File: src/rtl/wb_timer.sv
// wb_timer: N-channel down-counter timer with a shared prescaler behind a Wishbone slave.
// Ack is registered one cycle after each request and is never stalled; accesses are strictly one at a time.
module wb_timer #(
  parameter int N_TIMERS = 4,
  parameter int CNT_W    = 32
) (
  input  logic                i_clk,
  input  logic                i_arst_n,
  input  logic                i_wb_cyc,
  input  logic                i_wb_stb,
  input  logic                i_wb_we,
  input  logic [3:0]          i_wb_sel,
  input  logic [31:0]         i_wb_adr,
  input  logic [31:0]         i_wb_dat,
  output logic [31:0]         o_wb_dat,
  output logic                o_wb_ack,
  output logic [N_TIMERS-1:0] o_irq
);

  typedef struct packed {
    logic ie;
    logic reload;
    logic en;
  } ctrl_t;

  logic                w_req;
  logic                w_wr;
  logic [2:0]          w_ch;
  logic [1:0]          w_reg;
  logic                w_ch_space;
  logic                w_presc_hit;
  logic                w_tick;
  logic [31:0]         w_presc_m;
  logic [31:0]         w_rdat;
  logic                w_unused;

  logic                r_ack;
  logic [31:0]         r_dat;
  logic [15:0]         r_presc;
  logic [15:0]         r_pcnt;

  ctrl_t               w_ctrl  [N_TIMERS];
  logic [CNT_W-1:0]    w_load  [N_TIMERS];
  logic [CNT_W-1:0]    w_count [N_TIMERS];
  logic [N_TIMERS-1:0] w_pend;

  function automatic logic [31:0] f_merge(input logic [31:0] old_v,
                                          input logic [31:0] new_v,
                                          input logic [3:0]  sel);
    logic [31:0] m;
    m = old_v;
    for (int b = 0; b < 4; b++) begin
      if (sel[b]) m[8*b +: 8] = new_v[8*b +: 8];
    end
    return m;
  endfunction

  assign w_req       = i_wb_cyc & i_wb_stb & ~r_ack;
  assign w_wr        = w_req & i_wb_we;
  assign w_ch        = i_wb_adr[6:4];
  assign w_reg       = i_wb_adr[3:2];
  assign w_ch_space  = ~i_wb_adr[7] & ({1'b0, w_ch} < 4'(N_TIMERS));
  assign w_presc_hit = (i_wb_adr[7:2] == 6'h20);
  assign w_presc_m   = f_merge({16'h0, r_presc}, i_wb_dat, i_wb_sel);
  assign w_unused    = ^{i_wb_adr[31:8], i_wb_adr[1:0], w_presc_m[31:16]};

  // Tick fires when the counter reaches PRESC, so PRESC=0 ticks every cycle.
  assign w_tick = (r_pcnt == r_presc);

  always_ff @(posedge i_clk or negedge i_arst_n) begin
    if (!i_arst_n) begin
      r_presc <= '0;
      r_pcnt  <= '0;
    end else if (w_wr && w_presc_hit) begin
      r_presc <= w_presc_m[15:0];
      r_pcnt  <= '0;
    end else if (w_tick) begin
      r_pcnt <= '0;
    end else begin
      r_pcnt <= r_pcnt + 16'd1;
    end
  end

  for (genvar k = 0; k < N_TIMERS; k++) begin : g_ch
    ctrl_t            r_ctrl;
    logic [CNT_W-1:0] r_load;
    logic [CNT_W-1:0] r_count;
    logic             r_pend;
    logic             r_irq;
    logic             w_sel;
    logic             w_ctrl_wr;
    logic             w_load_wr;
    logic             w_clr;
    logic             w_expire;
    logic [31:0]      w_load_m;

    assign w_sel     = w_wr & w_ch_space & (w_ch == 3'(k));
    assign w_ctrl_wr = w_sel & (w_reg == 2'd0) & i_wb_sel[0];
    assign w_load_wr = w_sel & (w_reg == 2'd1);
    assign w_clr     = w_sel & (w_reg == 2'd3) & i_wb_sel[0] & i_wb_dat[0];
    assign w_expire  = w_tick & r_ctrl.en & (r_count == '0);
    assign w_load_m  = f_merge(32'(r_load), i_wb_dat, i_wb_sel);

    always_ff @(posedge i_clk or negedge i_arst_n) begin
      if (!i_arst_n) begin
        r_ctrl  <= '0;
        r_load  <= '0;
        r_count <= '0;
        r_pend  <= 1'b0;
        r_irq   <= 1'b0;
      end else begin
        if (w_tick && r_ctrl.en) begin
          if (r_count != '0)    r_count   <= r_count - CNT_W'(1);
          else if (r_ctrl.reload) r_count <= r_load;
          else                  r_ctrl.en <= 1'b0;
        end
        // A CTRL write overrides the expiry's EN update; only a 0->1 edge reloads.
        if (w_ctrl_wr) begin
          r_ctrl <= ctrl_t'(i_wb_dat[2:0]);
          if (!r_ctrl.en && i_wb_dat[0]) r_count <= r_load;
        end
        if (w_load_wr) r_load <= w_load_m[CNT_W-1:0];
        if (w_expire)   r_pend <= 1'b1;
        else if (w_clr) r_pend <= 1'b0;
        r_irq <= r_pend & r_ctrl.ie;
      end
    end

    assign w_ctrl[k]  = r_ctrl;
    assign w_load[k]  = r_load;
    assign w_count[k] = r_count;
    assign w_pend[k]  = r_pend;
    assign o_irq[k]   = r_irq;
  end

  always_comb begin
    w_rdat = '0;
    if (w_presc_hit) w_rdat = {16'h0, r_presc};
    for (int k = 0; k < N_TIMERS; k++) begin
      if (w_ch_space && (w_ch == 3'(k))) begin
        case (w_reg)
          2'd0:    w_rdat = {29'h0, w_ctrl[k]};
          2'd1:    w_rdat = 32'(w_load[k]);
          2'd2:    w_rdat = 32'(w_count[k]);
          default: w_rdat = {31'h0, w_pend[k]};
        endcase
      end
    end
  end

  always_ff @(posedge i_clk or negedge i_arst_n) begin
    if (!i_arst_n) begin
      r_ack <= 1'b0;
      r_dat <= '0;
    end else begin
      r_ack <= w_req;
      r_dat <= (w_req && !i_wb_we) ? w_rdat : '0;
    end
  end

  assign o_wb_ack = r_ack;
  assign o_wb_dat = r_dat;

endmodule

File: config.mk
export PLATFORM = sky130hd
export DESIGN_NAME = wb_timer
export DESIGN_NICKNAME = d
export VERILOG_FILES = /design/src/rtl/wb_timer.sv
export SDC_FILE = /design/constraint.sdc
export NUM_CORES = 1
export LEC_CHECK = 0
export BUFFER_PORTS_ARGS = -buffer_cell sky130_fd_sc_hd__clkbuf_2
export CORE_UTILIZATION = 30
export CTS_CLUSTER_DIAMETER = 60
export DETAILED_ROUTE_END_ITERATION = 7
export HOLD_SLACK_MARGIN = 0.03
export SKIP_LAST_GASP = 1
export SYNTH_ARGS = -nofsm -noshare
export SYNTH_HDL_FRONTEND = slang
export SYNTH_SLANG_ARGS = --single-unit
File: constraint.sdc
create_clock -name i_clk -period 5.28 [get_ports i_clk]
set_clock_uncertainty 0.2 [all_clocks]
set_input_delay 0.792 -clock i_clk [delete_from_list [all_inputs] [get_ports i_clk]]
set_output_delay 0.792 -clock i_clk [all_outputs]
set_load 0.01 [all_outputs]
# Word level (Yosys, flattened, before mapping)
# Cells that the tools add are included.
# totals
register_bits	341
latchBits	0
mem_bits_rw	0
romBits	0
in_bits	73
out_inout_bits	37
elab_cells	229
memories	0
# op_classes
n_addsub	5
multipliers	0
div_mod_pow	0
order_cmp	1
eq_ne	16
n_shift	0
mux	56
n_bitwise	47
reduce_logical	59
# ops
cell	count
$mux W32	25
$pmux W32 S3	4
$logic_not A32 Y1	4
$reduce_bool A32 Y1	4
$sub A32 B1 Y32 const B	4
$mux W16	3
$and A1 B1 Y1	45
$reduce_and A2 Y1	18
$mux W1	24
$add A16 B1 Y16 const B	1
$eq A16 B16 Y1	1
$reduce_bool A2 Y1	8
$logic_and A1 B1 Y1	14
$reduce_and A3 Y1	4
$ne A2 B1 Y1 const B	4
$ne A2 B2 Y1 const B	4
$eq A3 B2 Y1 const B	2
$eq A6 B6 Y1 const B	1
$logic_not A1 Y1	5
$eq A2 B2 Y1 const B	2
$eq A3 B1 Y1 const B	1
$logic_not A3 Y1	1
$lt A3 B3 Y1 const B	1
$eq A2 B1 Y1 const B	1
2 further kinds	3

# Longest topological paths before layout
# Gate-level depths: netlist of run 1.
# depth
word_depth	10
depth_mapped	11
ltp_nobuf	9

# Worst setup path before layout of run 1
# OpenSTA, ideal clock, no wires.
# synth_timing
path_type	input to register
start	input i_wb_adr[3]
end	register g_ch[0].r_count[27]
setup_ns	0.099
arrival_time_ns	2.711
required_ns	4.981
setup_slack_ns	2.269
path_stages	9
path_buffers	3
cell_sequence	clkbuf_1 nor2_1 nand4_1 or3_1 clkbuf_1 o21ai_1 clkbuf_1 a21oi_1 a311oi_1
# synth_between
elab_chain_len	4
# synth_rtl
item	line_no	source
start, declared	13	input logic [31:0] i_wb_adr,
$logic_not A2 Y1	98	assign w_ctrl_wr = w_sel & (w_reg == 2'd0) & i_wb_sel[0];
$and A1 B1 Y1 (2 in series)	98	
$mux W32	118	if (w_ctrl_wr) begin
end signal, assigned	113	if (r_count != '0) r_count <= r_count - CNT_W'(1);
end signal, assigned	114	else if (r_ctrl.reload) r_count <= r_load;
end signal, assigned	120	if (!r_ctrl.en && i_wb_dat[0]) r_count <= r_load;
end, declared	87	logic [CNT_W-1:0] r_count;
# Every way passes these cells.
# A chain may end at the register's enable or synchronous reset.

# Worst setup path in the final report of run 1
# layout_timing
start	register r_pcnt[13]
end	register g_ch[0].r_count[17]
# layout_between
elab_chain_len	5
# layout_rtl
item	line_no	source
start, declared	40	logic [15:0] r_pcnt;
start signal, assigned	80	r_pcnt <= r_pcnt + 16'd1;
$eq A16 B16 Y1 (*)	68	assign w_tick = (r_pcnt == r_presc);
$logic_and A1 B1 Y1 (*)	112	if (w_tick && r_ctrl.en) begin
$mux W32 (*)	112	
$mux W32	120	
$mux W32 (*)	118	
# Every way passes the cells marked *; elsewhere a longest branch is shown, timed or not.

==> results.toml, run 1 <==
[clock_network]
clkSlewWorstSetupHoldPaths_ns = 0.06
clk_latency_ns = 0.60
ctsRootBufferMaster = "sky130_fd_sc_hd__clkbuf_16"
cts_max_path_buffers = 3
cts_resized = 0
cts_max_level = 2
cts_tree = "yes"
number_of_clock_buffers_inserted_by_tritoncts = 44
post_cts.repair.setup_buffers = 0
clock_sink_count = 341
cts.hold.buffers_added = 0

[power_and_ir_drop]
ir_drop_mv = 0.2335
p_total_mw = 7.945
leakage_nw = 9.150
cellPowerDensity_nw_per_um2 = 360.8

[die]
io_pins = 110
die_w_um = 255.9
initial_utilization_pct = 30.49
die_span_y_um = 255.9
design.die.area_um2 = 65470
core-area_um2 = 63430
rows = 92

[route]
drtAntennaViolNets = 0
wire_per_inst_um = 24.87
drt-pass1-iter-count = 6
drt_drc_violations_left = 0
finalWirelength_um = 74730
dr_total_vias = 18352
routed_vias_inst = 6.107
violation_count_after_the_first_detailed_route_iteration = 2377

[logic_synthesis]
synth_ff_type = "sky130_fd_sc_hd__dfrtp_1"
asyncSetResetFlopFracSynth_pct = 100.0
synthDistinctLibCells = 72
post_synth_instance_area_um2 = 19340
syn-num-nets = 2188
yosys.area.top_type_share_pct = 44.13
synth.yosys.warnings = 0
synth.area.mux_share_pct = 10.12
post_synthesis_adder_cell_area_fraction_pct = 0.5824
synth_area_leader_cell = "sky130_fd_sc_hd__dfrtp_1"
main_combinational_cell_family_by_area_after_synthesis = "compound AO/OA/AOI/OAI gates"
yosysSeqAreaShare_pct = 44.13
postSynthCellCount = 2106
syn-mean-instance-area_um2 = 9.181
yosys.area_share.simple_pct = 18.27
synth-edff-count = 0
synth.most_common_cell = "sky130_fd_sc_hd__dfrtp_1"
yosys-top-cells-area = "sky130_fd_sc_hd__dfrtp_1 44%, sky130_fd_sc_hd__mux2_2 8.6%, sky130_fd_sc_hd__nor2_1 5.4%"
synth_seq_cells = 341
synth_compound_area_share_pct = 21.62
synth_top_cells_by_count = "341 x sky130_fd_sc_hd__dfrtp_1, 278 x sky130_fd_sc_hd__nor2_1, 148 x sky130_fd_sc_hd__mux2_2, 128 x sky130_fd_sc_hd__clkbuf_1, 127 x sky130_fd_sc_hd__a21oi_1"
synth_xor_xnor_area_share_pct = 1.631

[worst_setup_path]
cp_data_arrival_time_ns = 4.26
worst_setup_path_start_kind = "flop"
critical_path_class = "flop to flop"
setup.worst_path.end = "g_ch[0].r_count[17]$_DFF_PN0_"
cp_slowest_stage_delay_ns = 1.31
ff2ff_path_depth = 6
r2r_end = "g_ch[0].r_count[17]$_DFF_PN0_"
worst-r2r-setup-slack_ns = 1.30
worstPathCellList = "xor2_1 -> nor4_1 -> nand4_1 -> o21ai_2 -> o22ai_1 -> a211oi_1"
cp-end-kind = "flop"
crit_path_start = "r_pcnt[13]$_DFF_PN0_"
crit_fanout = 25
worst_path_slowest_cell = "sky130_fd_sc_hd__o21ai_2"
crit_required_ns = 5.56
r2r-start = "r_pcnt[13]$_DFF_PN0_"

[sta]
period_needed_ns = 3.978
final-max-slew-violation-count = 0
final-setup-viol-count = 0
fmaxAchievable_mhz = 251.4
rsz0062_at_grt = "false"
post-route-worst-setup-slack_ns = 1.302
final_period_util_pct = 75.35
finalSetupTns_ns = 0
fin_hold_ws_ns = 0.04440
slew_headroom_pct = 18.55
finalHoldViolations = 0
timing_worst_slew_pin_value_ns = 1.222

[finish]
layout.core_utilization_pct = 34.71
synthToLayoutAreaGrowth_pct = 13.87
multiInputGateArea_um2 = 10140
layout-drive-gt1-share_pct = 17.70
nets = 2207
final_cells = 3005
finish.instance_area_um2 = 22020
seq_area_um2 = 8533
fill_cells = 6433

[global_routing]
grt_start_max_net_pins = 117
antenna_violations_before_repair = 5
first_global_vias = 17386
grt_usage_pct = 22.36
first_pass_grt_wire_length_um = 112400
total_congestion_overflow = 0

[hold_path]
hold_path.class = "primary input to async pin"

[place]
post_place_cell_area_um2 = 20620
routabilityCongestion = 0.9777
hpwlAfterDp_um = 52380
setup_slack_at_placement_ns = 1.412
port_buffers = 83
place_inst = 2925

[flow_run]
maxCapViolCount = 0

[run_status]
result_of_the_run = "complete, no violations"
[report_power, final]
group / switching (mW) / internal (mW)
logic: 0.942 / 0.610
clock network: 1.24 / 1.70
registers: 0.530 / 2.93
[layer usage]
layer  vias up  share of wire (%)  track usage, %
li1       7972                  -               -
met1      9119                 42           30.95
met2      1048                 44           33.07
met3       205                 10           5.110
met4         8                4.7           10.06
met5         -              0.067               0
[flip-flops by register name (all words and copies together) (netlist names)]
signal	flops
r_presc	16
g_ch.r_ctrl	12
g_ch.r_pend	4
o_wb_ack	1
r_pcnt	16
g_ch.r_count	128
o_wb_dat	32
g_ch.r_load	128
g_ch.r_irq	4
[cell type report]
| type | instances | area share (%) |
|---|---|---|
| Antenna cell | 1 | 0.01137 |
| Clock buffer | 61 | 5.609 |
| Clock inverter | 18 | 0.7274 |
| Inverter | 27 | 0.4603 |
| Multi-Input combinational cell | 1586 | 46.04 |
| Sequential cell | 341 | 38.76 |
| Tap cell | 846 | 4.808 |
| Timing Repair Buffer | 125 | 3.592 |
[kinds of logic (layout without fill, tap and decap cells)]
kind of cell,count (synthesis),after routing
other,0,1
XOR/XNOR,36,36
buffers and inverters,179,231
multiplexers,172,172
flip-flops,341,341
adder cells (fa/ha/maj),9,9
AND/OR/NAND/NOR,738,738
AO/OA/AOI/OAI,631,631
[cells in the final DEF (no fill, tap or decap), types with 6 or more instances in the layout]
cell	count
sky130_fd_sc_hd__clkbuf_1	10
sky130_fd_sc_hd__nand2b_1	9
sky130_fd_sc_hd__a21oi_1	127
sky130_fd_sc_hd__o31ai_1	9
sky130_fd_sc_hd__and3_1	15
sky130_fd_sc_hd__ha_1	9
sky130_fd_sc_hd__a22oi_1	116
sky130_fd_sc_hd__a311oi_1	11
sky130_fd_sc_hd__clkbuf_2	82
sky130_fd_sc_hd__nor3_1	95
sky130_fd_sc_hd__nor2_1	276
sky130_fd_sc_hd__inv_1	27
sky130_fd_sc_hd__xor2_1	29
sky130_fd_sc_hd__or3_1	37
sky130_fd_sc_hd__a31oi_1	18
sky130_fd_sc_hd__mux2_2	148
sky130_fd_sc_hd__nor4_1	40
sky130_fd_sc_hd__o221a_2	9
sky130_fd_sc_hd__o211ai_1	21
sky130_fd_sc_hd__a2111oi_0	18
sky130_fd_sc_hd__or2_2	9
sky130_fd_sc_hd__o21ai_0	88
sky130_fd_sc_hd__xnor2_1	7
sky130_fd_sc_hd__nand3_1	50
sky130_fd_sc_hd__dfrtp_1	341
sky130_fd_sc_hd__o22ai_1	117
sky130_fd_sc_hd__clkbuf_16	44
sky130_fd_sc_hd__a211oi_1	26
sky130_fd_sc_hd__or4_1	12
sky130_fd_sc_hd__o221ai_1	8
sky130_fd_sc_hd__mux2i_1	20
sky130_fd_sc_hd__clkbuf_8	7
sky130_fd_sc_hd__nand2_1	126
sky130_fd_sc_hd__nand4_1	17
sky130_fd_sc_hd__buf_4	38
sky130_fd_sc_hd__clkinv_2	6
sky130_fd_sc_hd__a2bb2oi_1	10
sky130_fd_sc_hd__and2_1	17
[worst min path at each step]
| stage | start | to | slack [ns] | cells after the start |
|---|---|---|---|---|
| final | i_arst_n | g_ch[1].r_load[10]$_DFFE_PN0P_ | 0.04 | 1 |
| after global routing | i_arst_n | g_ch[1].r_load[10]$_DFFE_PN0P_ | 0.11 | 1 |
| after CTS | i_arst_n | g_ch[0].r_load[1]$_DFFE_PN0P_ | 0.09 | 1 |
| after detailed placement | o_wb_ack$_DFF_PN0_ | o_wb_ack$_DFF_PN0_ | 0.26 | 1 |
| after global placement | o_wb_ack$_DFF_PN0_ | o_wb_ack$_DFF_PN0_ | 0.24 | 1 |
| after floorplan | g_ch[0].r_pend$_DFFE_PN0P_ | g_ch[0].r_irq$_DFF_PN0_ | 0.27 | 1 |
[worst max-delay path: cells and delay by family (launching register included)]
kind / cells / cell delay [ns]
xor gates and xnor gates: 1 / 0.18
DFF: 1 / 0.44
and+or+nand+nor: 2 / 1.19
AOI/OAI and AO/OA: 3 / 1.84
Note: power is estimated with default switching activity, not from simulation.
==> run 2: changes to the inputs <==
- clock period: 5.28 -> 4.2 ns (I/O delays scaled with it)
==> run 2 against run 1 <==
Via count fell by 0.14%. Utilization grew 0.55 points. Die area is the same. Cell count rose by 0.87%. Worst hold slack better by 0.022 ns. Combinational power up 26%. Wire length up 1.5%. Flip-flop and latch count stayed put. Non-clock buffer count grew 28. Sequential share of layout area down 0.60 points. Count of clock-buffer cells in the layout is 7 lower. Global-route usage grew 0.43 points.
==> results.toml, run 2 (synthesized netlist as in run 1, its figures left out) <==
[run_status]
result_of_the_run = "complete, no violations"

[sta]
finalHoldViolations = 0
slew_headroom_pct = 25.13
period_needed_ns = 3.675
timing_worst_slew_pin_value_ns = 1.123
rsz0062_at_grt = "false"
final-setup-viol-count = 0
final_period_util_pct = 87.50
final-max-slew-violation-count = 0
finalSetupTns_ns = 0
fmaxAchievable_mhz = 272.1

[power_and_ir_drop]
ir_drop_mv = 0.2615
cellPowerDensity_nw_per_um2 = 457.2
p_total_mw = 10.22
leakage_nw = 9.347

[global_routing]
total_congestion_overflow = 0
grt_usage_pct = 22.79
grt_start_max_net_pins = 117
first_global_vias = 17502
antenna_violations_before_repair = 1
first_pass_grt_wire_length_um = 114400

[worst_setup_path]
r2r-start = "g_ch[3].r_count[0]$_DFF_PN0_"
r2r_end = "g_ch[3].r_count[27]$_DFF_PN0_"
worst-r2r-setup-slack_ns = 0.52
ff2ff_path_depth = 10
cp_data_arrival_time_ns = 3.94
crit_required_ns = 4.46
cp-end-kind = "flop"
critical_path_class = "flop to flop"
worst_setup_path_start_kind = "flop"
crit_fanout = 10

[die]
die_w_um = 255.9
io_pins = 110
die_span_y_um = 255.9
core-area_um2 = 63430
design.die.area_um2 = 65470
rows = 92
initial_utilization_pct = 30.49

[route]
dr_total_vias = 18326
finalWirelength_um = 75860
violation_count_after_the_first_detailed_route_iteration = 2145
drt-pass1-iter-count = 6
drt-met1-wl_um = 32280
wire_per_inst_um = 25.03
met3_layer_wire_length_in_the_routed_design_um = 6915
routed_vias_inst = 6.046
highest_layer = "met4"
drtAntennaViolNets = 0
drt_drc_violations_left = 0
route.met2.wl_um = 33430

[flow_run]
maxCapViolCount = 0

[clock_network]
clk_latency_ns = 0.60
cts_max_path_buffers = 3
clkSlewWorstSetupHoldPaths_ns = 0.06
ctsRootBufferMaster = "sky130_fd_sc_hd__clkbuf_16"
number_of_clock_buffers_inserted_by_tritoncts = 43
cts_tree = "yes"
cts_resized = 0
clock_sink_count = 341
cts_max_level = 2

[finish]
mostFrequentLayoutCell = "sky130_fd_sc_hd__dfrtp_1"
layout-drive-gt1-share_pct = 18.90
layout.cells.most_common_list = "341 x sky130_fd_sc_hd__dfrtp_1, 276 x sky130_fd_sc_hd__nor2_1, 148 x sky130_fd_sc_hd__mux2_2"
synthToLayoutAreaGrowth_pct = 15.66
diodes = 0
nets = 2234

[place]
routabilityCongestion = 0.9577
hpwlAfterDp_um = 53950
port_buffers = 83

[hold_path]
hold_path.class = "primary input to flop"
number_of_cells_traversed_by_the_worst_hold_path = 3
min_from = "i_wb_stb"
worstHoldEndpoint = "o_wb_ack$_DFF_PN0_"
run 2: cell count changes in the layout (fill, tap and decap cells not counted):
cell | previous run | this run
sky130_fd_sc_hd__buf_4 | 38 | 61
sky130_fd_sc_hd__clkbuf_1 | 10 | 5
sky130_fd_sc_hd__buf_12 | 4 | 8
sky130_fd_sc_hd__bufinv_16 | 1 | 5
sky130_fd_sc_hd__clkinv_2 | 6 | 8
sky130_fd_sc_hd__inv_16 | 0 | 2
sky130_fd_sc_hd__clkbuf_16 | 44 | 43
sky130_fd_sc_hd__clkbuf_8 | 7 | 6
sky130_fd_sc_hd__clkinv_4 | 0 | 1
sky130_fd_sc_hd__clkinv_8 | 1 | 0
sky130_fd_sc_hd__clkinvlp_4 | 5 | 4
sky130_fd_sc_hd__diode_2 | 1 | 0
sky130_fd_sc_hd__dlygate4sd3_1 | 0 | 1
sky130_fd_sc_hd__inv_8 | 1 | 0
run 2: final cells by class:
cell class	instances	area (um^2)
Tap cell	846	1059
Inverter	27	101.3
Clock inverter	24	304.0
Clock buffer	54	1177
Sequential cell	341	8533
Timing Repair Buffer	153	1054
Fill cell	6466	41060
Multi-Input combinational cell	1586	10140
run 2: where the power goes:
group	leakage [nW]	internal, mW	switching, mW
sequential	4.48	3.68	0.667
clock	0.723	2.32	1.59
combinational	4.15	0.775	1.19
run 2: worst max path at each step:
| stage | startpoint | end | slack (ns) | cells after the start |
|---|---|---|---|---|
| 5_1_grt | g_ch[3].r_count[0]$_DFF_PN0_ | g_ch[3].r_count[26]$_DFF_PN0_ | 0.32 | 10 |
| 2_1_floorplan | g_ch[3].r_count[6]$_DFF_PN0_ | g_ch[3].r_count[22]$_DFF_PN0_ | 1.23 | 8 |
| 4_1_cts | g_ch[3].r_count[0]$_DFF_PN0_ | g_ch[3].r_count[27]$_DFF_PN0_ | 0.57 | 10 |
| 6_report | g_ch[3].r_count[0]$_DFF_PN0_ | g_ch[3].r_count[27]$_DFF_PN0_ | 0.52 | 10 |
| 3_5_place_dp | g_ch[3].r_count[0]$_DFF_PN0_ | g_ch[3].r_count[27]$_DFF_PN0_ | 0.60 | 10 |
| 3_3_place_gp | g_ch[3].r_count[0]$_DFF_PN0_ | g_ch[3].r_count[26]$_DFF_PN0_ | 0.59 | 10 |
run 2: critical path, stage by stage (launching register included):
cell and delay, ns:
sky130_fd_sc_hd__dfrtp_1 0.43, sky130_fd_sc_hd__inv_1 0.13, sky130_fd_sc_hd__ha_1 0.15, sky130_fd_sc_hd__or4b_2 0.60
sky130_fd_sc_hd__nor4b_2 0.47, sky130_fd_sc_hd__nand3_1 0.43, sky130_fd_sc_hd__nor2_1 0.47, sky130_fd_sc_hd__buf_4 0.27
sky130_fd_sc_hd__o21ai_0 0.16, sky130_fd_sc_hd__o22ai_1 0.17, sky130_fd_sc_hd__a21oi_1 0.06
run 2: metrics by stage:
stage	worst slack (ns)	cells	hold WS [ns]	area [um^2]	utilization [%]
finish	0.5249	3031	0.06681	22360	35.26
global placement	0.5892	2952	0.2405	20870	32.91
CTS	0.5684	3031	0.04814	22360	35.26
floorplan	1.232	2106	0.1344	19340	-
detailed placement	0.5990	2952	0.2589	20870	32.91
global route	0.3240	3031	0.09250	22360	35.26
run 2: repair_timing:
item | in CTS | in global routing
hold endpoints to repair | 75 | 0
setup buffers | 0 | 0
hold buffers | 1 | 0
run 2: layer usage:
layer  GRT usage [%]  up-vias
li1                -     8037
met1           32.06     9151
met2           34.32      978
met3           3.971      160
met4           9.614        0
met5               0        -
==> run 3: changes to the inputs <==
- CORE_UTILIZATION: 30 -> 26
- HOLD_SLACK_MARGIN: 0.03 -> unset
==> run 3 against run 2 <==
The flow now finishes with violations (DRC). Worst setup slack improved by 0.23 ns. Worst hold slack got worse by 0.0019 ns. Die area grew 15%. Count of clock-buffer cells in the layout rose by 2. Wire length is 0.77% lower. Sequential share of layout area down 0.35 points. Critical endpoint is now g_ch[0].r_count[28]$_DFF_PN0_. Via count decreased by 1.3%. Maximum frequency up 6.8%. Cell count grew 4.2%. Flip-flop and latch count did not move. Highest routed layer is now met5. Non-clock buffer count grew 14.
==> results.toml, run 3 (synthesized netlist as in run 1, its figures left out) <==
[sta]
finalHoldViolations = 0
final-setup-viol-count = 0
timing_worst_slew_pin_value_ns = 1.213
finalSetupTns_ns = 0
period_needed_ns = 3.443
final-max-slew-violation-count = 0
rsz0062_at_grt = "false"
fmaxAchievable_mhz = 290.5
slew_headroom_pct = 19.15
final_period_util_pct = 81.97

[route]
routed_vias_inst = 5.728
violation_count_after_the_first_detailed_route_iteration = 2212
finalWirelength_um = 75280
wire_per_inst_um = 23.84
drt_drc_violations_left = 7
drtAntennaViolNets = 0
drt-pass1-iter-count = 8
dr_total_vias = 18082

[worst_setup_path]
r2r-start = "g_ch[0].r_count[0]$_DFF_PN0_"
worst-r2r-setup-slack_ns = 0.76
r2r_end = "g_ch[0].r_count[28]$_DFF_PN0_"
cp_data_arrival_time_ns = 3.76
worst_path_slowest_cell = "sky130_fd_sc_hd__or3b_2"
cp-end-kind = "flop"
cp_slowest_stage_delay_ns = 0.53
worst-path-stages = 9
crit_fanout = 6
worstPathCellList = "inv_1 -> ha_1 -> or3b_2 -> nor4_1 -> nand4_1 -> nor3_1 -> a211oi_1 -> a2111oi_0 -> o21bai_1"
path_buf_inv = 1
crit_required_ns = 4.51
crit_family = "simple AND/OR/NAND/NOR gates"
worst_setup_path_start_kind = "flop"
crit_path_start = "g_ch[0].r_count[0]$_DFF_PN0_"
critical_path_class = "flop to flop"
setup.worst_path.end = "g_ch[0].r_count[28]$_DFF_PN0_"
ff2ff_path_depth = 9

[finish]
fill_cells = 7719
synthToLayoutAreaGrowth_pct = 16.73
layout.cells.most_common_list = "341 x sky130_fd_sc_hd__dfrtp_1, 276 x sky130_fd_sc_hd__nor2_1, 148 x sky130_fd_sc_hd__mux2_2"
multiInputGateArea_um2 = 10140
nets = 2248
mostFrequentLayoutCell = "sky130_fd_sc_hd__dfrtp_1"
layout-drive-gt1-share_pct = 19.38
finish.instance_area_um2 = 22570
seq_area_um2 = 8533
diodes = 0

[flow_run]
maxCapViolCount = 0

[global_routing]
first_global_vias = 16599
total_congestion_overflow = 0
grt_usage_pct = 19.61
antenna_violations_before_repair = 3
grt_start_max_net_pins = 111
first_pass_grt_wire_length_um = 111600

[clock_network]
post_cts.repair.setup_buffers = 0
cts.hold.buffers_added = 1
clkSlewWorstSetupHoldPaths_ns = 0.06
cts_tree = "yes"
clk_latency_ns = 0.59
clock_sink_count = 341
cts_max_level = 2
number_of_clock_buffers_inserted_by_tritoncts = 43
ctsRootBufferMaster = "sky130_fd_sc_hd__clkbuf_16"
cts_resized = 0
cts_max_path_buffers = 3

[power_and_ir_drop]
ir_drop_mv = 0.2590
leakage_nw = 9.422
cellPowerDensity_nw_per_um2 = 452.4

[die]
core-area_um2 = 73330
design.die.area_um2 = 75460
initial_utilization_pct = 26.37
die_w_um = 274.7
io_pins = 110
rows = 99
die_span_y_um = 274.7

[place]
hpwlAfterDp_um = 54350
post_place_cell_area_um2 = 21080
port_buffers = 83
routabilityCongestion = 0.9675

[hold_path]
hold_path.class = "primary input to flop"

[run_status]
violations_in_the_final_reports = "DRC"
result_of_the_run = "finished, violations left"
## run 3: cell count changes in the layout (fill, tap and decap cells not counted), sizes merged
cell,delta
buf,+14
clkbuf,+2
clkinv,+2
clkinvlp,-3
inv,-2
## run 3: routing by layer
metal / track usage, % / up-vias / wire [um]
met5: 0 / - / 27
met4: 8.216 / 4 / 3166
met3: 3.910 / 158 / 6879
met2: 28.79 / 910 / 32700
met1: 27.84 / 8957 / 32500
li1: - / 8053 / -
## run 3: cell type report
type                            count  share of cell area, %
Clock buffer                       56                  5.388
Inverter                           27                 0.4490
Multi-Input combinational cell   1586                  44.91
Tap cell                          959                  5.316
Clock inverter                     21                  1.164
Timing Repair Buffer              167                  4.967
Sequential cell                   341                  37.81
## run 3: how the worst min path moves through the flow
stage | startpoint | depth (start not counted) | end
after floorplan | i_arst_n | 0 | g_ch[0].r_count[0]$_DFF_PN0_
final | i_wb_stb | 3 | o_wb_ack$_DFF_PN0_
after global placement | o_wb_ack$_DFF_PN0_ | 1 | o_wb_ack$_DFF_PN0_
after global routing | i_wb_cyc | 3 | o_wb_ack$_DFF_PN0_
after CTS | i_wb_stb | 3 | o_wb_ack$_DFF_PN0_
after detailed placement | o_wb_ack$_DFF_PN0_ | 1 | o_wb_ack$_DFF_PN0_
## run 3: through the flow
step                      total power [mW]  util, %  cells  setup slack (ns)  hold slack, ns
after floorplan                      5.516        -   2106             1.232          0.1344
after global placement               6.259    28.75   3079            0.7794          0.2621
after detailed placement             6.282    28.75   3079            0.7086          0.2639
after CTS                            10.21    30.78   3157            0.8131         0.04291
after global routing                 10.66    30.78   3157            0.4127         0.07088
final                                10.21    30.78   3157            0.7573         0.06493
## run 3: power breakdown
group	total [mW]	leakage (nW)	switching, mW	internal, mW
clock network	3.91	0.734	1.56	2.36
logic	1.95	4.21	1.16	0.787
registers	4.35	4.48	0.666	3.68
## run 3: worst register-to-register path: stages (launching register included)
cell	delay, ns
sky130_fd_sc_hd__dfrtp_1	0.43
sky130_fd_sc_hd__inv_1	0.12
sky130_fd_sc_hd__ha_1	0.18
sky130_fd_sc_hd__or3b_2	0.53
sky130_fd_sc_hd__nor4_1	0.53
sky130_fd_sc_hd__nand4_1	0.44
sky130_fd_sc_hd__nor3_1	0.30
sky130_fd_sc_hd__a211oi_1	0.11
sky130_fd_sc_hd__a2111oi_0	0.36
sky130_fd_sc_hd__o21bai_1	0.16
